--- src/rtl/vga_sync_gen.sv ---
// vga_sync_gen: raster timing generator for a VGA-style display.
//
// Walks a pixel counter (pix_x) across H_TOTAL positions per line and a line
// counter (pix_y) across V_TOTAL lines per frame. The counters advance one
// position per clk edge on which ce is high. The block derives sync, blanking
// and line/frame markers from the counter position.
//
// Optional feature: define VGA_FRAME_COUNTER_EN to add an 8-bit frame_cnt
// output. The counter increments on every last-pixel -> 0,0 wrap.
//
// Ports:
//   clk          pixel clock; all state changes on its rising edge
//   rst          asynchronous active-high reset
//   ce           pixel-advance enable
//   pix_x        current horizontal position (0 .. H_TOTAL-1)
//   pix_y        current vertical position (0 .. V_TOTAL-1)
//   hsync        horizontal sync, active-low, registered
//   vsync        vertical sync, active-low, registered
//   display_on   high while (pix_x, pix_y) lies in the visible area
//   frame_start  high for the advance that leaves 0,0
//   line_start   high for the advance that leaves pix_x == 0
//   frame_cnt    (VGA_FRAME_COUNTER_EN only) completed-frame count, mod 256
module vga_sync_gen #(
  parameter int unsigned H_ACTIVE = 640,
  parameter int unsigned H_FP     = 16,
  parameter int unsigned H_SYNC   = 96,
  parameter int unsigned H_BP     = 48,
  parameter int unsigned V_ACTIVE = 480,
  parameter int unsigned V_FP     = 10,
  parameter int unsigned V_SYNC   = 2,
  parameter int unsigned V_BP     = 33
) (
  input  logic       clk,
  input  logic       rst,
  input  logic       ce,
  output logic [9:0] pix_x,
  output logic [9:0] pix_y,
  output logic       hsync,
  output logic       vsync,
  output logic       display_on,
  output logic       frame_start,
  output logic       line_start
`ifdef VGA_FRAME_COUNTER_EN
  ,
  output logic [7:0] frame_cnt
`endif
);

  localparam int unsigned CW      = 10;
  localparam int unsigned H_TOTAL = H_ACTIVE + H_FP + H_SYNC + H_BP;
  localparam int unsigned V_TOTAL = V_ACTIVE + V_FP + V_SYNC + V_BP;

  localparam logic [CW-1:0] H_LAST   = CW'(H_TOTAL - 1);
  localparam logic [CW-1:0] V_LAST   = CW'(V_TOTAL - 1);
  localparam logic [CW-1:0] H_VIS    = CW'(H_ACTIVE);
  localparam logic [CW-1:0] V_VIS    = CW'(V_ACTIVE);
  localparam logic [CW-1:0] HS_START = CW'(H_ACTIVE + H_FP);
  localparam logic [CW-1:0] HS_END   = CW'(H_ACTIVE + H_FP + H_SYNC);
  localparam logic [CW-1:0] VS_START = CW'(V_ACTIVE + V_FP);
  localparam logic [CW-1:0] VS_END   = CW'(V_ACTIVE + V_FP + V_SYNC);

  logic [CW-1:0] x_next;
  logic [CW-1:0] y_next;
  logic          hsync_next;
  logic          vsync_next;
  logic          x_wrap;
  logic          y_last;
  logic          y_over;

  // ">=" and ">" also pull any out-of-range count back to 0 on the next advance.
  assign x_wrap = (pix_x >= H_LAST);
  assign y_last = (pix_y == V_LAST);
  assign y_over = (pix_y > V_LAST);

  // Next counter position. Sync levels are decoded from this next position,
  // so the registered syncs line up with the counters they describe.
  always_comb begin
    x_next = pix_x;
    y_next = pix_y;
    if (ce) begin
      x_next = x_wrap ? '0 : pix_x + CW'(1);
      if (y_over) begin
        y_next = '0;
      end else if (x_wrap) begin
        y_next = y_last ? '0 : pix_y + CW'(1);
      end
    end
    hsync_next = !((x_next >= HS_START) && (x_next < HS_END));
    vsync_next = !((y_next >= VS_START) && (y_next < VS_END));
  end

  // Counter and sync registers. Reset discards the partial frame at once.
  always_ff @(posedge clk or posedge rst) begin
    if (rst) begin
      pix_x <= '0;
      pix_y <= '0;
      hsync <= 1'b1;
      vsync <= 1'b1;
    end else begin
      pix_x <= x_next;
      pix_y <= y_next;
      hsync <= hsync_next;
      vsync <= vsync_next;
    end
  end

  // Decoded straight from the counter registers. rst gates the decode
  // because the counters sit at 0,0 during reset, and these outputs must
  // stay low there without waiting for a clock.
  assign display_on  = !rst && (pix_x < H_VIS) && (pix_y < V_VIS);
  assign line_start  = ce && !rst && (pix_x == '0);
  assign frame_start = line_start && (pix_y == '0);

`ifdef VGA_FRAME_COUNTER_EN
  logic frame_wrap;

  // One count per last-pixel -> 0,0 transition; wraps naturally at 255.
  assign frame_wrap = ce && x_wrap && y_last;

  always_ff @(posedge clk or posedge rst) begin
    if (rst) begin
      frame_cnt <= '0;
    end else if (frame_wrap) begin
      frame_cnt <= frame_cnt + 8'(1);
    end
  end
`endif

endmodule

--- config.mk ---
export PLATFORM = sky130hd
export DESIGN_NAME = vga_sync_gen
export DESIGN_NICKNAME = d
export VERILOG_FILES = /design/src/rtl/vga_sync_gen.sv
export SDC_FILE = /design/constraint.sdc
export NUM_CORES = 1
export LEC_CHECK = 0
export BUFFER_PORTS_ARGS = -buffer_cell sky130_fd_sc_hd__buf_2
export CAP_MARGIN = 10
export CORE_AREA = 2 2 66 81
export CTS_BUF_LIST = sky130_fd_sc_hd__clkbuf_8
export DETAILED_ROUTE_END_ITERATION = 10
export DIE_AREA = 0 0 68 83
export GPL_ROUTABILITY_DRIVEN = 0
export PLACE_DENSITY_LB_ADDON = 0.08
export SLEW_MARGIN = 20
export SYNTH_ARGS = -nofsm -noshare
export SYNTH_HDL_FRONTEND = slang
export SYNTH_SLANG_ARGS = --single-unit
export TNS_END_PERCENT = 5
--- constraint.sdc ---
create_clock -name clk -period 4.9 [get_ports clk]
set_input_delay 0.98 -clock clk [delete_from_list [all_inputs] [get_ports clk]]
set_output_delay 0.98 -clock clk [all_outputs]
set_load 0.1 [all_outputs]
# [After elaboration in Yosys (flattened, before gate mapping)]
# Index checks and enable logic that the tools add are counted.
[totals] register_bits=22 latchBits=0 mem_bits_rw=0 mem_bits_ro=0 output_inout_bits=25 word_cells=33 mem_count=0
[op_classes] n_addsub=2 mul=0 n_div=0 order_cmp=8 n_eq_ne=1 shift=0 muxes=6 bitwise=0 reduce_logical=12
[ops] operator="2-to-1 mux 10 bit" count=6
[ops] operator="adder 10 x 1 -> 10 bit, second input constant" count=2
[ops] operator="greater-or-equal comparator 10 bit, second input constant" count=2
[ops] operator="zero test 10 bit" count=2
[ops] operator="< comparator 10 bit, second input constant" count=2
[ops] operator="< comparator 10 x 9 -> 1 bit, second input constant" count=2
[ops] operator="== test 10 bit, second input constant" count=1
[ops] operator="greater-or-equal comparator 10 x 9 -> 1 bit, second input constant" count=1
[ops] operator="greater-than comparator 10 bit, second input constant" count=1
[ops] operator="logical AND 1 bit" count=7
[ops] operator="zero test 1 bit" count=3

# [Logic depth before layout (Yosys ltp)]
[logic_depth] depth_word=8 mapped_depth=7 ltp_nobuf=7

# [Worst setup path after synthesis]
# Ideal clock, no wire load.
[synth_path] path_kind="input-to-output" start="in rst" end="out frame_start" t_arrival_ns=4.796 t_required_ns=3.920 path_slack_ns=-0.876 cell_stages=4 cell_sequence="inv_1 -> nand3_1 -> nor3_1 -> and3b_1"
[synth_via] elab_chain_cells=4
[synth_rtl] item="start, declared" line="34" text="input logic rst,"
[synth_rtl] item="zero test 1 bit" line="111" text="assign line_start = ce && !rst && (pix_x == '0);"
[synth_rtl] item="logical AND 1 bit (2 in series)" line="111"
[synth_rtl] item="via line_start" line="42" text="output logic line_start"
[synth_rtl] item="logical AND 1 bit" line="112" text="assign frame_start = line_start && (pix_y == '0);"
[synth_rtl] item="end, declared" line="41" text="output logic frame_start,"
# The timed path passes the listed nets, and every way through them passes these cells.

# [Final worst setup path]
[layout_path] start="in ce" end="out frame_start"
[layout_via] elab_chain_cells=3
[layout_rtl] item="start, declared" line="35" text="input logic ce,"
[layout_rtl] item="logical AND 1 bit (2 in series)" line="111"
[layout_rtl] item="logical AND 1 bit" line="112"
# Every way passes these cells.

==> impl_metrics.csv <==
group,metric,value,unit
synthesis,netlist_area,0.00136,mm^2
sta,slew_headroom,0.674,
floorplanning,io_pins,28,
final_layout,seqCellArea,553,um^2
global_route,grt_pass1_wl,5940,um
floorplanning,die_w,68,um
synthesis,synth_top_area_share,0.368,
critical_path,worstPathRequired,3920,ps
final_layout,fillers,526,
critical_path,timing.critical_path.from_type,"primary input",
final_layout,multi_input_area,742,um^2
critical_path,r2r_end,"vsync$_DFF_PP1_",
clock_network,post_cts_buffers,0,
placement,hpwl,2700,um
route,route.vias.total,1260,
synthesis,yosysSeqAreaShare,0.407,
global_route,grt_pass1_vias,1247,
floorplanning,start_util,0.281,
sta,setup_viol,0,
clock_network,clk_latency,260,ps
sta,finClkSkew,3.49,ps
clock_network,clock_sinks,22,
power_and_ir_drop,leakage,0.756,nW
floorplanning,core-area,0.00483,mm^2
synthesis,syn_avg_cell_area,8.66,um^2
run,max-cap-violations,0,
clock_network,path_clk_slew,80,ps
critical_path,crit_arrival,2630,ps
clock_network,cts_root_buf,"clkbuf_8",
final_layout,final_common_cell,"buf_2",
critical_path,r2r_cells,7,
critical_path,regToRegSetupSlack,2670,ps
final_layout,nNetsFinal,191,
clock_network,cts-resized-gates,0,
critical_path,path_buf_inv,3,
sta,min_period,3610,ps
sta,grt_setup_unrepaired,"no",
synthesis,synth_area_leaders,"dfrtp_1 37%, nor2_1 5.5%, xnor2_1 5.2%, dfstp_2 3.9%, nand2_1 3.9%",
critical_path,cp_slowest_cell,"or4_1",
route,wirelength,3600,um
synthesis,async_flop_share,1.00,
floorplanning,die_y,83,um
floorplanning,rows,28,
global_route,grt_max_degree,24,
critical_path,path_cells,"buf_2 > inv_1 > or4_1 > nor3_2 > and3b_1 > buf_2",
route,drtPass1Iterations,4,
route,wire_per_inst,14.8,um
critical_path,path_max_fanout,17,
sta,hold_viol_final,0,
final_layout,post-route-util,0.332,
critical_path,cpMostUsedCell,"buf_2",
clock_network,cts_tree,"built",
sta,slew_violations,0,
clock_network,cts_buffers,3,
sta,fin_crit_sh,0.738,
final_layout,drive_gt1_frac,0.213,
route,drcViolationCount,0,
sta,hold_slack,629,ps
synthesis,ys_ff_latch,22,
floorplanning,die_area,0.00564,mm^2
critical_path,cp-end-kind,"primary output",
global_route,grt_usage,0.135,
synthesis,yosysTopAreaCell,"dfrtp_1",
min_path,hp-class,"reg -> reg",
route,vias_per_cell,5.19,
route,drtAntennaViolNets,0,
power_and_ir_drop,p_per_area,394,mW/mm^2
final_layout,final_cell_area,0.00161,mm^2
synthesis,yosysUniqueCellTypes,39,
global_route,overflow,0,
synthesis,synth-edff-count,0,
sta,fmax,277,MHz
placement,numPortBuffers,27,
critical_path,critPathTopFamily,"simple AND/OR/NAND/NOR gates",
critical_path,worstReg2RegStart,"pix_x[1]$_DFF_PP0_",
run_status,run_status,"finished clean",
min_path,timing.hold.worst_path_depth,2,
final_layout,final_cells,243,
sta,worst_slew_pin_slew,490,ps
route,drt-initial-drc-count,40,
critical_path,path_class,"in -> out",
clock_network,htree_num_levels,1,
power_and_ir_drop,ir_worst_vdd,0.000162,V
min_path,min_from,"pix_x[0]$_DFF_PP0_",
synthesis,synthFlopType,"dfrtp_1",
critical_path,max_stage_delay,500,ps
synthesis,yosysWarnings,0,
min_path,hold_end,"pix_x[0]$_DFF_PP0_",
clock_network,cts_hold_buf,0,
final_layout,diodes,0,
synthesis,syn_nets,164,
synthesis,synthCells,157,
placement,postPlaceCellArea,0.00155,mm^2
clock_network,cts.path.max_buffers,2,
final_layout,layout_common_cells,"27 x buf_2, 20 x nor2_1, 20 x dfrtp_1, 14 x nand2_1, 10 x inv_1",
final_layout,area_delta_synth_final,18.0,%
placement,placedCellCount,239,
global_route,grt_antenna_before_repair,0,
-- stage by stage --
step / TNS, ps / power, mW / setup slack (ps)
after floorplan: -315 / 0.457 / -315
after global routing: 0 / 0.665 / 1200
after detailed placement: 0 / 0.507 / 1260
after CTS: 0 / 0.641 / 1260
final: 0 / 0.632 / 1290
after global placement: 0 / 0.505 / 1300
-- routing by layer --
metal / global-route usage / routed length (um)
met5: 0 / 0
met3: 0.0163 / 173
met2: 0.231 / 1770
met4: 0.0582 / 95
met1: 0.165 / 1560
-- how the worst max path moves through the flow --
stage | start | to | slack, ps | cells past startpoint
3_5_place_dp | ce | frame_start | 1260 | 6
4_1_cts | ce | frame_start | 1260 | 6
3_3_place_gp | ce | frame_start | 1300 | 6
2_1_floorplan | pix_y[9]$_DFF_PP0_ | display_on | -320 | 2
5_1_grt | ce | frame_start | 1200 | 6
6_report | ce | frame_start | 1290 | 6
-- synthesized netlist by cell type (2+ instances only) --
cell type / count
dfrtp_1: 20
nor2_1: 20
nand2_1: 14
inv_1: 10
nand3_1: 9
o21ai_0: 9
xnor2_1: 8
nor3_1: 7
a21oi_1: 6
nand4_1: 5
ha_1: 4
a31oi_1: 3
and4_1: 3
clkbuf_1: 3
xor2_1: 3
a32o_1: 2
and2_1: 2
and3_1: 2
buf_2: 2
dfstp_2: 2
mux2i_1: 2
nor2b_1: 2
nor4b_1: 2
o21ai_2: 2
-- registers in the layout (all words and copies together), names as in the netlist --
name and count:
pix_x 10, pix_y 10, hsync 1, vsync 1
-- worst reg2reg max path, cell delays in order, from the launching register on --
cell and delay [ps]:
dfrtp_1 400, ha_1 240, and4_1 340, o21a_1 480
nand2_1 160, a31o_1 260, and4_1 200, nand4_1 100
-- report_power, final --
group	leakage [nW]	switching [mW]	internal, mW
Combinational	0.443	0.218	0.0440
Clock	0.0288	0.0589	0.0715
Sequential	0.284	0.0371	0.203
Total	0.756	0.314	0.318
-- cell families after synthesis --
group	share of synthesized area
and+or+nand+nor	0.275
AOI/OAI and AO/OA	0.144
DFF	0.407
buffers and inverters	0.0515
xor gates and xnor gates	0.0708
adders and majority gates	0.0368
muxes	0.0147
-- cell type report --
| class | count | share of cell area |
|---|---|---|
| flip-flops and latches | 22 | 0.345 |
| inverters | 10 | 0.0234 |
| well taps | 60 | 0.0468 |
| multi-input cells | 119 | 0.462 |
| clock buffers | 4 | 0.0343 |
| repair buffers | 28 | 0.0889 |
(Power assumes the default switching activity.)
